===== src/rtl/alu_flag_sched_pkg.sv =====
// Shared types and constants for the EX-stage ALU/flag scheduler.
// Holds the {alu_op, func} decode points, ALU control encodings and FSM states.
package alu_flag_sched_pkg;

  localparam logic [3:0] OP_ADI_HI = 4'b0000;
  localparam logic [5:0] OP_ADD    = 6'b0001_00;
  localparam logic [5:0] OP_ADZ    = 6'b0001_01;
  localparam logic [5:0] OP_ADC    = 6'b0001_10;
  localparam logic [5:0] OP_ADL    = 6'b0001_11;
  localparam logic [5:0] OP_NDU    = 6'b0010_00;
  localparam logic [5:0] OP_NDZ    = 6'b0010_01;
  localparam logic [5:0] OP_NDC    = 6'b0010_10;

  localparam logic [1:0] ALU_ADD  = 2'b00;
  localparam logic [1:0] ALU_NAND = 2'b01;
  localparam logic [1:0] ALU_NOP  = 2'b10;

  typedef enum logic {
    ST_IDLE   = 1'b0,
    ST_LDPEND = 1'b1
  } state_e;

  typedef enum logic [1:0] {
    CLS_NONE = 2'd0,
    CLS_ADD  = 2'd1,
    CLS_NAND = 2'd2
  } op_class_e;

  typedef struct packed {
    op_class_e cls;
    logic      reads_c;
    logic      reads_z;
    logic      writes_c;
    logic      writes_z;
  } dec_t;

  function automatic logic [1:0] class_ctrl(input op_class_e cls);
    case (cls)
      CLS_ADD:  return ALU_ADD;
      CLS_NAND: return ALU_NAND;
      default:  return ALU_NOP;
    endcase
  endfunction

endpackage


===== src/rtl/alu_flag_sched_if.sv =====
// EX-stage bus between the ID/EX register, MEM load return and the scheduler.
// All signals are level, single-cycle qualified; there is no valid/ready pair here.
interface alu_flag_sched_if;
  import alu_flag_sched_pkg::*;

  logic       ex_valid;
  logic [3:0] ex_alu_op;
  logic [1:0] ex_func;
  logic       ex_is_load;
  logic       alu_carry;
  logic       alu_zero;
  logic       mem_ld_valid;
  logic       mem_ld_zero;
  logic       flush;
  logic [1:0] alu_ctrl;
  logic       ex_commit;
  logic       ex_stall;
  logic       carry_q;
  logic       zero_q;
  logic       ld_err;
  state_e     dbg_state;

  modport master (
    output ex_valid, ex_alu_op, ex_func, ex_is_load, alu_carry, alu_zero,
           mem_ld_valid, mem_ld_zero, flush,
    input  alu_ctrl, ex_commit, ex_stall, carry_q, zero_q, ld_err, dbg_state
  );

  modport slave (
    input  ex_valid, ex_alu_op, ex_func, ex_is_load, alu_carry, alu_zero,
           mem_ld_valid, mem_ld_zero, flush,
    output alu_ctrl, ex_commit, ex_stall, carry_q, zero_q, ld_err, dbg_state
  );

endinterface


===== src/rtl/alu_flag_decode.sv =====
// Combinational decode of {alu_op, func} into op class and flag read/write masks.
module alu_flag_decode
  import alu_flag_sched_pkg::*;
(
    input  logic [3:0] alu_op,
    input  logic [1:0] func,
    output dec_t       dec
);

    always_comb begin
        dec     = '0;
        dec.cls = CLS_NONE;
        // ADI ignores the function field entirely.
        if (alu_op == OP_ADI_HI) begin
            dec.cls = CLS_ADD;
        end else begin
            case ({alu_op, func})
                OP_ADD, OP_ADL: dec.cls = CLS_ADD;
                OP_ADC: begin dec.cls = CLS_ADD;  dec.reads_c = 1'b1; end
                OP_ADZ: begin dec.cls = CLS_ADD;  dec.reads_z = 1'b1; end
                OP_NDU: dec.cls = CLS_NAND;
                OP_NDC: begin dec.cls = CLS_NAND; dec.reads_c = 1'b1; end
                OP_NDZ: begin dec.cls = CLS_NAND; dec.reads_z = 1'b1; end
                default: dec.cls = CLS_NONE;
            endcase
        end
        dec.writes_c = (dec.cls == CLS_ADD);
        dec.writes_z = (dec.cls != CLS_NONE);
    end

endmodule


===== src/rtl/alu_flag_sched.sv =====
// EX-stage ALU/flag scheduler: decode, conditional resolve, C/Z flags, load-Z interlock.
// Optional perf counters are built when ALU_SCHED_PERF_EN is defined.
module alu_flag_sched
  import alu_flag_sched_pkg::*;
#(
    parameter int LD_TIMEOUT = 15,
    parameter int CNT_W      = 16
) (
    input  logic              clk,
    input  logic              rst_n,
`ifdef ALU_SCHED_PERF_EN
    output logic [CNT_W-1:0]  perf_stall_cnt,
    output logic [CNT_W-1:0]  perf_skip_cnt,
`endif
    alu_flag_sched_if.slave   bus
);

    localparam int TW = $clog2(LD_TIMEOUT + 1);

    dec_t          dec;
    state_e        state_q, state_d;
    logic [TW-1:0] wait_cnt_q, wait_cnt_d;
    logic          carry_q, carry_d;
    logic          zero_q, zero_d;
    logic          ld_err_q, ld_err_d;
    logic [1:0]    alu_ctrl;
    logic          ex_commit, ex_stall, ld_start, skip, cond_ok, in_ld;

    alu_flag_decode u_decode (
        .alu_op (bus.ex_alu_op),
        .func   (bus.ex_func),
        .dec    (dec)
    );

    assign in_ld   = (state_q == ST_LDPEND);
    assign cond_ok = (!dec.reads_c || carry_q) && (!dec.reads_z || zero_q);

    always_comb begin
        alu_ctrl   = ALU_NOP;
        ex_commit  = 1'b0;
        ex_stall   = 1'b0;
        ld_start   = 1'b0;
        skip       = 1'b0;
        state_d    = state_q;
        wait_cnt_d = wait_cnt_q;
        ld_err_d   = 1'b0;
        carry_d    = carry_q;
        zero_d     = zero_q;

        if (bus.ex_valid && !bus.flush) begin
            // Anything touching Z (or another load) must wait for the late Z.
            if (in_ld && (bus.ex_is_load || dec.reads_z || dec.writes_z)) begin
                ex_stall = 1'b1;
            end else if (bus.ex_is_load) begin
                ex_commit = 1'b1;
                alu_ctrl  = ALU_ADD;
                ld_start  = 1'b1;
            end else if (dec.cls != CLS_NONE) begin
                if (cond_ok) begin
                    ex_commit = 1'b1;
                    alu_ctrl  = class_ctrl(dec.cls);
                end else begin
                    skip = 1'b1;
                end
            end
        end

        if (ex_commit && !bus.ex_is_load) begin
            if (dec.writes_c) carry_d = bus.alu_carry;
            if (dec.writes_z) zero_d  = bus.alu_zero;
        end

        case (state_q)
            ST_IDLE: begin
                if (ld_start) begin
                    state_d    = ST_LDPEND;
                    wait_cnt_d = '0;
                end
            end
            ST_LDPEND: begin
                if (bus.mem_ld_valid) begin
                    state_d = ST_IDLE;
                    zero_d  = bus.mem_ld_zero;
                end else if (wait_cnt_q == TW'(LD_TIMEOUT - 1)) begin
                    state_d  = ST_IDLE;
                    ld_err_d = 1'b1;
                end else begin
                    wait_cnt_d = wait_cnt_q + 1'b1;
                end
            end
        endcase
    end

    always_ff @(posedge clk or negedge rst_n) begin
        if (!rst_n) begin
            state_q    <= ST_IDLE;
            wait_cnt_q <= '0;
            carry_q    <= 1'b0;
            zero_q     <= 1'b0;
            ld_err_q   <= 1'b0;
        end else begin
            state_q    <= state_d;
            wait_cnt_q <= wait_cnt_d;
            carry_q    <= carry_d;
            zero_q     <= zero_d;
            ld_err_q   <= ld_err_d;
        end
    end

`ifdef ALU_SCHED_PERF_EN
    logic [CNT_W-1:0] stall_cnt_q, stall_cnt_d;
    logic [CNT_W-1:0] skip_cnt_q, skip_cnt_d;

    always_comb begin
        stall_cnt_d = stall_cnt_q;
        skip_cnt_d  = skip_cnt_q;
        if (ex_stall && (stall_cnt_q != '1)) stall_cnt_d = stall_cnt_q + 1'b1;
        if (skip && (skip_cnt_q != '1))      skip_cnt_d  = skip_cnt_q + 1'b1;
    end

    always_ff @(posedge clk or negedge rst_n) begin
        if (!rst_n) begin
            stall_cnt_q <= '0;
            skip_cnt_q  <= '0;
        end else begin
            stall_cnt_q <= stall_cnt_d;
            skip_cnt_q  <= skip_cnt_d;
        end
    end

    assign perf_stall_cnt = stall_cnt_q;
    assign perf_skip_cnt  = skip_cnt_q;
`else
    logic [CNT_W-1:0] perf_unused;
    logic             skip_unused;
    assign perf_unused = '0;
    assign skip_unused = skip;
`endif

    assign bus.alu_ctrl  = alu_ctrl;
    assign bus.ex_commit = ex_commit;
    assign bus.ex_stall  = ex_stall;
    assign bus.carry_q   = carry_q;
    assign bus.zero_q    = zero_q;
    assign bus.ld_err    = ld_err_q;
    assign bus.dbg_state = state_q;

endmodule


===== src/flat_wrapper.sv =====
// flat-port wrapper written by rule: the top's interface ports become plain ports
module alu_flag_sched_flat import alu_flag_sched_pkg::*;
#(
    parameter int LD_TIMEOUT = 15,
    parameter int CNT_W      = 16
)
  (clk, rst_n, bus_ex_valid, bus_ex_alu_op, bus_ex_func, bus_ex_is_load, bus_alu_carry, bus_alu_zero, bus_mem_ld_valid, bus_mem_ld_zero, bus_flush, bus_alu_ctrl, bus_ex_commit, bus_ex_stall, bus_carry_q, bus_zero_q, bus_ld_err, bus_dbg_state);
  alu_flag_sched_if bus_i ();
  input  logic clk;
  input  logic rst_n;
  input wire logic [$bits(bus_i.ex_valid)-1:0] bus_ex_valid;
  input wire logic [$bits(bus_i.ex_alu_op)-1:0] bus_ex_alu_op;
  input wire logic [$bits(bus_i.ex_func)-1:0] bus_ex_func;
  input wire logic [$bits(bus_i.ex_is_load)-1:0] bus_ex_is_load;
  input wire logic [$bits(bus_i.alu_carry)-1:0] bus_alu_carry;
  input wire logic [$bits(bus_i.alu_zero)-1:0] bus_alu_zero;
  input wire logic [$bits(bus_i.mem_ld_valid)-1:0] bus_mem_ld_valid;
  input wire logic [$bits(bus_i.mem_ld_zero)-1:0] bus_mem_ld_zero;
  input wire logic [$bits(bus_i.flush)-1:0] bus_flush;
  output wire logic [$bits(bus_i.alu_ctrl)-1:0] bus_alu_ctrl;
  output wire logic [$bits(bus_i.ex_commit)-1:0] bus_ex_commit;
  output wire logic [$bits(bus_i.ex_stall)-1:0] bus_ex_stall;
  output wire logic [$bits(bus_i.carry_q)-1:0] bus_carry_q;
  output wire logic [$bits(bus_i.zero_q)-1:0] bus_zero_q;
  output wire logic [$bits(bus_i.ld_err)-1:0] bus_ld_err;
  output wire logic [$bits(bus_i.dbg_state)-1:0] bus_dbg_state;
  assign bus_i.ex_valid = bus_ex_valid;
  assign bus_i.ex_alu_op = bus_ex_alu_op;
  assign bus_i.ex_func = bus_ex_func;
  assign bus_i.ex_is_load = bus_ex_is_load;
  assign bus_i.alu_carry = bus_alu_carry;
  assign bus_i.alu_zero = bus_alu_zero;
  assign bus_i.mem_ld_valid = bus_mem_ld_valid;
  assign bus_i.mem_ld_zero = bus_mem_ld_zero;
  assign bus_i.flush = bus_flush;
  assign bus_alu_ctrl = bus_i.alu_ctrl;
  assign bus_ex_commit = bus_i.ex_commit;
  assign bus_ex_stall = bus_i.ex_stall;
  assign bus_carry_q = bus_i.carry_q;
  assign bus_zero_q = bus_i.zero_q;
  assign bus_ld_err = bus_i.ld_err;
  assign bus_dbg_state = bus_i.dbg_state;
  alu_flag_sched #(.LD_TIMEOUT(LD_TIMEOUT), .CNT_W(CNT_W)) u_core (.clk(clk), .rst_n(rst_n), .bus(bus_i));
endmodule

===== config.mk =====
export PLATFORM = sky130hd
export DESIGN_NAME = alu_flag_sched_flat
export DESIGN_NICKNAME = d
export VERILOG_FILES = /design/src/rtl/alu_flag_sched_pkg.sv /design/src/rtl/alu_flag_sched_if.sv /design/src/rtl/alu_flag_decode.sv /design/src/rtl/alu_flag_sched.sv /design/src/flat_wrapper.sv
export SDC_FILE = /design/constraint.sdc
export NUM_CORES = 1
export LEC_CHECK = 0
export BUFFER_PORTS_ARGS = -buffer_cell sky130_fd_sc_hd__buf_2
export CORE_MARGIN = 2
export CORE_UTILIZATION = 45
export DETAILED_ROUTE_END_ITERATION = 6
export PLACE_DENSITY = 0.74
export SLEW_MARGIN = 20
export SYNTH_ARGS = -nofsm -noshare
export SYNTH_HDL_FRONTEND = slang
export SYNTH_HIERARCHICAL = 1
export SYNTH_SLANG_ARGS = --single-unit

===== constraint.sdc =====
create_clock -name clk -period 4.57 [get_ports clk]
set_input_delay 0.2285 -clock clk [delete_from_list [all_inputs] [get_ports clk]]
set_output_delay 0.2285 -clock clk [all_outputs]
set_load 0.1 [all_outputs]

# Word level (Yosys, flattened, before mapping)

Index checks and enable logic that the tools add are counted.

Bits in registers: 8
Logic and storage cells: 76

Add/sub/neg operators: 1
Equality and inequality tests: 13
Mux-type cells: 36
Bitwise operators: 1
Reductions and logical operators: 20

Operators with widths:

| kind                | count |
|---|---|
| $eq 6x3->1 const B  | 4 |
| $mux 1              | 22 |
| $eq 6x4->1 const B  | 3 |
| $mux 2              | 7 |
| $mux 4              | 3 |
| $pmux 2 s2          | 2 |
| $pmux 4 s2          | 1 |
| $add 4x1->4 const B | 1 |
| $eq 4x4->1 const B  | 1 |
| $logic_and 1x1->1   | 4 |
| $logic_not 1->1     | 4 |
| $logic_not 4->1     | 1 |
| $logic_or 1x1->1    | 4 |
| $ne 2x2->1 const B  | 2 |
| $reduce_or 2->1     | 2 |
| $reduce_or 4->1     | 1 |
| $reduce_and 3->1    | 1 |
| $reduce_or 3->1     | 1 |
| $eq 2x1->1 const B  | 1 |
| $eq 2x2->1 const B  | 1 |
| $ne 2x1->1 const B  | 1 |
| $pmux 1 s2          | 1 |
| $reduce_and 2->1    | 1 |
| $reduce_bool 2->1   | 1 |
| $not 1->1           | 1 |

# Depth between registers and ports, before layout

Gate-level depths: netlist of the first run.

Word-level depth: 16
Depth in mapped cells: 8
Depth with buffers taken out: 7

# By module

The synthesis of the first run kept the hierarchy.

By module, submodules not included:

| module          | times used | cells each | area an instance (um^2) |
|---|---|---|---|
| alu_flag_sched  | 1          | 54         | 530.5 |
| alu_flag_decode | 1          | 11         | 66.3 |

# Least setup slack after synthesis of the first run

No wires, ideal clock.

Path type: register -> output
From: reg u_core.state_q, in the netlist u_core/bus.dbg_state
To: out bus_ex_stall
Arrival time: 2.586 ns
Data required time: 4.342 ns
Slack: 1.755 ns
Stages on the path, launching flop included: 3
Path buffers: 0
Cells stage by stage: dfrtp_1 > o21ai_0 > nor2_1

Word-level cells in the longest chain between the ends: 3

RTL lines:

| item                   | line                  | RTL |
|---|---|---|
| from (decl)            | alu_flag_sched.sv:21  | `state_e state_q, state_d;` |
| from (signal assigned) | alu_flag_sched.sv:102 | `state_q <= state_d;` |
| $logic_and 1x1->1      | alu_flag_sched.sv:52  | `if (in_ld && (bus.ex_is_load \|\| dec.reads_z \|\| dec.writes_z)) begin` |
| $mux 1                 | alu_flag_sched.sv:52  |  |
| $mux 1                 | alu_flag_sched.sv:50  | `if (bus.ex_valid && !bus.flush) begin` |
| to (decl)              | flat_wrapper.sv:22    | `output wire logic [$bits(bus_i.ex_stall)-1:0] bus_ex_stall;` |

Every way passes these cells.

==> impl_summary.log, run 1 <==
INFO  metric clk_transition_reported_paths = 0.05 ns
INFO  metric route.final.wire_length = 1.18 mm
INFO  metric crit_path_max_fanout = 6
INFO  metric initial_drt_markers = 12
INFO  metric yosys_warnings = 6
INFO  metric critPathRequiredTime = 4.34 ns
INFO  metric routabilityCongestion = 0.777
INFO  metric port_buf_inserts = 22
INFO  metric ioPinCount = 23
INFO  metric dr_total_vias = 552
INFO  metric final_min_period_over_clock_period = 0.521
INFO  metric synth.cell_area = 597 µm²
INFO  metric floorplan.initialDensity = 0.470
INFO  metric postSynthAreaPerCell = 9.18 µm²
INFO  metric chipHeight = 40.4 µm
INFO  metric report.final.setup_viol = 0
INFO  metric htreeDepth = 1
INFO  metric cts.root.buffer_cell = sky130_fd_sc_hd__clkbuf_4
INFO  metric p_per_cell_area = 273 nW/µm²
INFO  metric worstSetupPathType = primary input to output pin
INFO  metric count_of_clock_tree_sinks = 8
INFO  metric grt_pass1_wl = 1.86 mm
INFO  metric ys_async_sr_fraction = 1.00
INFO  metric grt_start_max_net_pins = 10
INFO  metric synthDominantCellAreaShare = 0.335
INFO  metric filler_cell_count = 122
INFO  metric grt_antenna_before_repair = 0
INFO  metric setup_ws = 2.19 ns
INFO  metric min_path_type = primary input to flop
INFO  metric globalRoute.totalOverflow = 0
INFO  metric peakVddDrop = 0.132 mV
INFO  metric clk-insertion-delay-late = 0.25 ns
INFO  metric final-max-slew-violation-count = 0
INFO  metric area.growth.synth_to_final = 26.2%
INFO  metric die_area = 1630 µm²
INFO  metric first_pass_iters = 4
INFO  metric synth.top_cells.by_area = sky130_fd_sc_hd__dfrtp_1 34%, sky130_fd_sc_hd__ha_1 8.4%, sky130_fd_sc_hd__nand3_1 5.0%
INFO  metric fin_skew = 0.00436 ns
INFO  metric nNetsFinal = 111
INFO  metric row_count = 13
INFO  metric synth.yosys.seq_area_share = 0.335
INFO  metric drv.max_cap_violation_count = 0
INFO  metric design.core.area = 1270 µm²
INFO  metric arrival = 2.15 ns
INFO  metric mappedNetlistNets = 84
INFO  metric cts_buffer_depth = 2
INFO  metric peak_freq = 420 MHz
INFO  metric grt_setup_unrepaired = false
INFO  metric period_minus_slack = 2.38 ns
INFO  metric tritoncts.num_buffers = 3
INFO  metric syn-instance-count = 65
INFO  metric number_of_global_route_vias_before_repair = 450
INFO  metric maxSlewHeadroom = 0.679
INFO  metric layout-drive-gt1-share = 0.367
INFO  metric synth-seq-cells = 8
INFO  metric drc_errors = 0
INFO  metric grt.total_usage = 0.185
INFO  metric timing_worst_slew_pin_value = 0.485 ns
INFO  metric cts_setup_buffers = 0
INFO  metric tritoncts = done
INFO  metric insertedDiodeCount = 0
INFO  metric synthDominantAreaCellType = sky130_fd_sc_hd__dfrtp_1
INFO  metric place.detailed.hpwl = 934 µm
INFO  metric yosysUniqueCellTypes = 31
INFO  metric synth_edf_count = 0
INFO  metric crit_path_start_kind = primary input
INFO  metric antenna_viol_nets_final = 0
INFO  metric ys_top_cells_by_count = 8 x sky130_fd_sc_hd__dfrtp_1, 6 x sky130_fd_sc_hd__inv_1, 6 x sky130_fd_sc_hd__nand3_1
INFO  metric final_hold_viol_count = 0
INFO  metric synth_ff_type = sky130_fd_sc_hd__dfrtp_1
INFO  metric die_width = 40.4 µm
INFO  metric vias_per_cell = 5.26
INFO  metric power.static_leakage = 0.000377 µW
INFO  metric wire_per_inst = 11.3 µm
INFO  metric run_status = finished, final reports clean
INFO  metric most_frequently_used_cell_type_in_the_post_synthesis_netlist = sky130_fd_sc_hd__dfrtp_1
INFO  metric fin_setup_tns = 0 ns
INFO  metric dpl_worst_slack = 2.18 ns
INFO  metric critical_path.endpoint_type = output pin
-- through the flow --
step / power (µW) / cell area (µm²) / instances / utilization / hold slack, ns
after CTS: 209 / 753 / 105 / 0.594 / 0.209
final: 206 / 753 / 105 / 0.594 / 0.216
after global routing: 222 / 753 / 105 / 0.594 / 0.208
after floorplan: 134 / 597 / 65 / - / -0.0671
after detailed placement: 153 / 721 / 101 / 0.568 / 0.0793
after global placement: 151 / 721 / 101 / 0.568 / 0.0756
-- worst max-delay path, stage by stage --
cell and delay, ns:
sky130_fd_sc_hd__buf_2 0.09, sky130_fd_sc_hd__or2_1 0.29, sky130_fd_sc_hd__nor3_1 0.25, sky130_fd_sc_hd__inv_1 0.07, sky130_fd_sc_hd__ha_1 0.19, sky130_fd_sc_hd__a221oi_2 0.36, sky130_fd_sc_hd__and3_2 0.25, sky130_fd_sc_hd__buf_2 0.42
-- logic make-up after synthesis --
logic type / share of synthesized area
and+or+nand+nor: 0.321
DFF: 0.335
xor gates and xnor gates: 0.0440
buffers and inverters: 0.0461
muxes: 0.0251
adders and majority gates: 0.0839
AOI/OAI and AO/OA: 0.145
-- routing by layer --
metal  GRT usage  part of all wire  vias up  wire length (µm)
met3      0.0389             0.080        2                94
met4       0.150             0.023        0                27
li1            -                 -      281                 -
met1       0.227              0.44      244               523
met2       0.274              0.45       25               537
met5           0                 0        -                 0
-- cells in the final DEF (no fill, tap or decap), types with 2 or more instances in the layout --
cell	n
sky130_fd_sc_hd__nand4_1	2
sky130_fd_sc_hd__inv_1	6
sky130_fd_sc_hd__a21oi_1	2
sky130_fd_sc_hd__nor4b_1	2
sky130_fd_sc_hd__dfrtp_1	8
sky130_fd_sc_hd__nand3_1	6
sky130_fd_sc_hd__nor2_1	5
sky130_fd_sc_hd__o21ai_0	3
sky130_fd_sc_hd__nand2_1	3
sky130_fd_sc_hd__xor2_1	2
sky130_fd_sc_hd__buf_2	22
sky130_fd_sc_hd__nor2b_1	3
sky130_fd_sc_hd__clkbuf_4	3
sky130_fd_sc_hd__ha_1	4
-- repair_timing --
| item | in CTS | in global routing |
|---|---|---|
| hold buffers | 1 | 0 |
| endpoints found under the hold margin | 8 | 0 |
| resized for setup | 0 | 0 |
-- power by group --
group	internal [µW]	total, µW	switching, µW
registers	79.4	89.7	10.3
clock network	30.0	53.0	23.0
logic	21.4	63.3	41.9
total	131	206	75.2
-- path summary, 6_finish.rpt --
kind	from	to	slack, ns	cells past startpoint
hold / removal	bus_alu_carry	u_core/bus.carry_q$_DFFE_PN0P_	0.22	2
hold reg to reg	u_core/bus.carry_q$_DFFE_PN0P_	u_core/bus.carry_q$_DFFE_PN0P_	0.54	1
setup / recovery	bus_ex_alu_op[3]	bus_alu_ctrl[0]	2.19	8
min in group asynchronous	rst_n	u_core/wait_cnt_q[2]$_DFFE_PN0P_	0.35	2
setup reg to reg	u_core/bus.zero_q$_DFF_PN0_	u_core/bus.carry_q$_DFFE_PN0P_	3.12	4
max in group asynchronous	rst_n	u_core/bus.zero_q$_DFF_PN0_	4.06	2
-- sequential cells by signal, indices dropped and copies added, names as in the netlist --
signal,cells
u_core/bus.zero_q,1
u_core/bus.dbg_state,1
u_core/wait_cnt_q,4
u_core/bus.ld_err,1
u_core/bus.carry_q,1
-- final cells by class --
type | count | area (µm²) | area share
clock buffer | 3 | 22.5 | 0.0299
inverter | 6 | 22.5 | 0.0299
multi-input combinational | 50 | 369 | 0.490
sequential | 8 | 200 | 0.266
tap | 15 | 18.8 | 0.0249
timing repair buffer | 23 | 120 | 0.159
No activity file was read; power rests on OpenSTA's default activity.
==> run 2: changes to the inputs <==
- clock period: 4.57 -> 2.23 ns (I/O delays scaled with it)
==> impl_summary.log, run 2 (synthesized netlist as in run 1, its figures left out) <==
INFO  metric dpl_worst_slack = 0.200 ns (-1.98 ns)
INFO  metric power.static_leakage = 0.000389 µW (+3.2%)
INFO  metric run_status = finished, final reports clean
INFO  metric ff2ff_path_depth = 4 (unchanged)
INFO  metric clk_transition_reported_paths = 0.06 ns (about the same)
INFO  metric final_hold_viol_count = 0 (unchanged)
INFO  metric crit_path_max_fanout = 6 (unchanged)
INFO  metric place.detailed.hpwl = 1.12 mm (+20%)
INFO  metric port_buf_inserts = 22 (unchanged)
INFO  metric regToRegEndpoint = u_core/bus.carry_q$_DFFE_PN0P_
INFO  metric fin_skew = 0.00342 ns (-0.000937 ns)
INFO  metric grt.total_usage = 0.215 (+0.0298)
INFO  metric arrival = 1.91 ns (-0.24 ns)
INFO  metric dr_total_vias = 572 (+3.6%)
INFO  metric min_from = bus_alu_carry
INFO  metric filler_cell_count = 104 (-15%)
INFO  metric multi_input_gate_area = 373 µm² (+1.0%)
INFO  metric tritoncts = done
INFO  metric die_area = 1630 µm² (unchanged)
INFO  metric grt_setup_unrepaired = false
INFO  metric grt_antenna_before_repair = 0 (unchanged)
INFO  metric die_width = 40.4 µm (unchanged)
INFO  metric grt_pass1_wl = 2.15 mm (+15%)
INFO  metric setup_ws = 0.210 ns (-1.98 ns)
INFO  metric ff_latch_area = 204 µm² (+1.9%)
INFO  metric ioPinCount = 23 (unchanged)
INFO  metric hold-path-endpoint = u_core/bus.carry_q$_DFFE_PN0P_
INFO  metric routabilityCongestion = 0.735 (-5.3%)
INFO  metric final-max-slew-violation-count = 0 (unchanged)
INFO  metric worstSetupPathType = primary input to output pin
INFO  metric timing.rr.start = u_core/bus.zero_q$_DFF_PN0_
INFO  metric peak_freq = 495 MHz
INFO  metric cts_repair_resize_count = 0 (unchanged)
INFO  metric cpMaxStageDelayCell = sky130_fd_sc_hd__a221oi_2
INFO  metric period_minus_slack = 2.02 ns
INFO  metric layout.cells.most_common = sky130_fd_sc_hd__buf_2
INFO  metric design.core.area = 1270 µm² (unchanged)
INFO  metric wire_per_inst = 13.3 µm (+18%)
INFO  metric peakVddDrop = 0.263 mV (+99%)
INFO  metric min_path_type = primary input to flop
INFO  metric initial_drt_markers = 6 (-6)
INFO  metric antenna_viol_nets_final = 0 (unchanged)
INFO  metric critical-path-max-stage-delay = 0.38 ns (-0.04 ns)
INFO  metric count_of_clock_tree_sinks = 8 (unchanged)
INFO  metric drv.max_cap_violation_count = 0 (unchanged)
INFO  metric largest_register_ffs = 4 (unchanged)
INFO  metric timing_worst_slew_pin_value = 0.488 ns (+0.00367 ns)
INFO  metric row_count = 13 (unchanged)
INFO  metric report.final.setup_viol = 0 (unchanged)
INFO  metric critical_path.endpoint_type = output pin
INFO  metric critPathRequiredTime = 2.12 ns (-2.22 ns)
INFO  metric final_min_period_over_clock_period = 0.906
INFO  metric cts.root.buffer_cell = sky130_fd_sc_hd__clkbuf_4
INFO  metric min_delay_path_depth = 2 (unchanged)
INFO  metric most_flop_heavy_register = u_core/wait_cnt_q
INFO  metric route.final.wire_length = 1.41 mm (+19%)
INFO  metric area.growth.synth_to_final = 35.6%
INFO  metric crit_path_start_kind = primary input
INFO  metric number_of_global_route_vias_before_repair = 532 (+18%)
INFO  metric fin_setup_tns = 0 ns (unchanged)
INFO  metric worst-r2r-setup-slack = 0.77 ns (-2.35 ns)
INFO  metric clk-insertion-delay-late = 0.26 ns (about the same)
INFO  metric drc_errors = 0 (unchanged)
INFO  metric insertedDiodeCount = 0 (unchanged)
INFO  metric mostFrequentLayoutCells = 19 x sky130_fd_sc_hd__buf_2, 6 x sky130_fd_sc_hd__inv_1, 6 x sky130_fd_sc_hd__nand3_1
INFO  metric floorplan.initialDensity = 0.470 (unchanged)
INFO  metric cts_buffer_depth = 2 (unchanged)
INFO  metric layout-drive-gt1-share = 0.418 (+0.0509)
INFO  metric nNetsFinal = 111 (unchanged)
INFO  metric maxSlewHeadroom = 0.670 (-0.00925)
INFO  metric p_per_cell_area = 553 nW/µm² (+100%)
INFO  metric vias_per_cell = 5.40 (+2.6%)
INFO  metric first_pass_iters = 4 (unchanged)
INFO  metric chipHeight = 40.4 µm (unchanged)
INFO  metric crit_chain = buf_2, or2_1, nor3_1, inv_1, ha_1, a221oi_2, a21oi_1, nand2b_1, buf_12
INFO  metric tritoncts.num_buffers = 3 (unchanged)
INFO  metric htreeDepth = 1 (unchanged)
INFO  metric globalRoute.totalOverflow = 0 (unchanged)
INFO  metric grt_start_max_net_pins = 10 (unchanged)
==> run 2: metrics by stage <==
| stage | instance area (µm²) | std cells | power (µW) | hold WS [ns] | utilization |
|---|---|---|---|---|---|
| floorplan | 604 | 65 | 277 | -0.184 | - |
| global placement | 773 | 101 | 317 | -0.0434 | 0.609 |
| detailed placement | 773 | 101 | 325 | -0.0400 | 0.609 |
| CTS | 810 | 106 | 449 | 0.0763 | 0.638 |
| global route | 810 | 106 | 472 | 0.0775 | 0.638 |
| finish | 810 | 106 | 447 | 0.0799 | 0.638 |
==> run 2: how the worst max path moves through the flow <==
| stage | from | endpoint |
|---|---|---|
| CTS | bus_ex_alu_op[3] | bus_alu_ctrl[1] |
| global placement | bus_ex_alu_op[3] | bus_alu_ctrl[0] |
| floorplan | bus_ex_alu_op[3] | bus_alu_ctrl[1] |
| global route | bus_ex_alu_op[3] | bus_alu_ctrl[1] |
| detailed placement | bus_ex_alu_op[3] | bus_alu_ctrl[1] |
| finish | bus_ex_alu_op[3] | bus_alu_ctrl[1] |
==> run 2: where the power goes <==
part	internal, µW	switching [µW]
clock	68.7	53.2
combinational	50.2	90.4
sequential	163	21.6
total	282	165
==> run 2: critical path: cells and delay by family <==
| kind | cells | cell delay (ns) |
|---|---|---|
| and+or+nand+nor | 3 | 0.75 |
| adders and majority gates | 1 | 0.19 |
| AOI/OAI and AO/OA | 2 | 0.50 |
| buffers and inverters | 3 | 0.35 |
==> run 2: final cells by class <==
type,instances,share of cell area
repair buffers,23,0.204
clock buffers,4,0.0325
inverters,6,0.0278
multi-input cells,50,0.461
well taps,15,0.0232
flip-flops and latches,8,0.252
==> run 2: timing repair <==
item,4_1_cts,5_1_grt
buffers inserted,0,0
hold buffers,1,0
endpoints found under the hold margin,8,0
==> run 2: metal layers <==
| layer | track usage | vias up | routed length, µm | share of wire |
|---|---|---|---|---|
| li1 | - | 280 | - | - |
| met4 | 0.175 | 0 | 45 | 0.032 |
| met2 | 0.381 | 21 | 716 | 0.51 |
| met5 | 0 | - | 0 | 0 |
| met3 | 0.0667 | 4 | 100 | 0.071 |
| met1 | 0.197 | 267 | 542 | 0.39 |
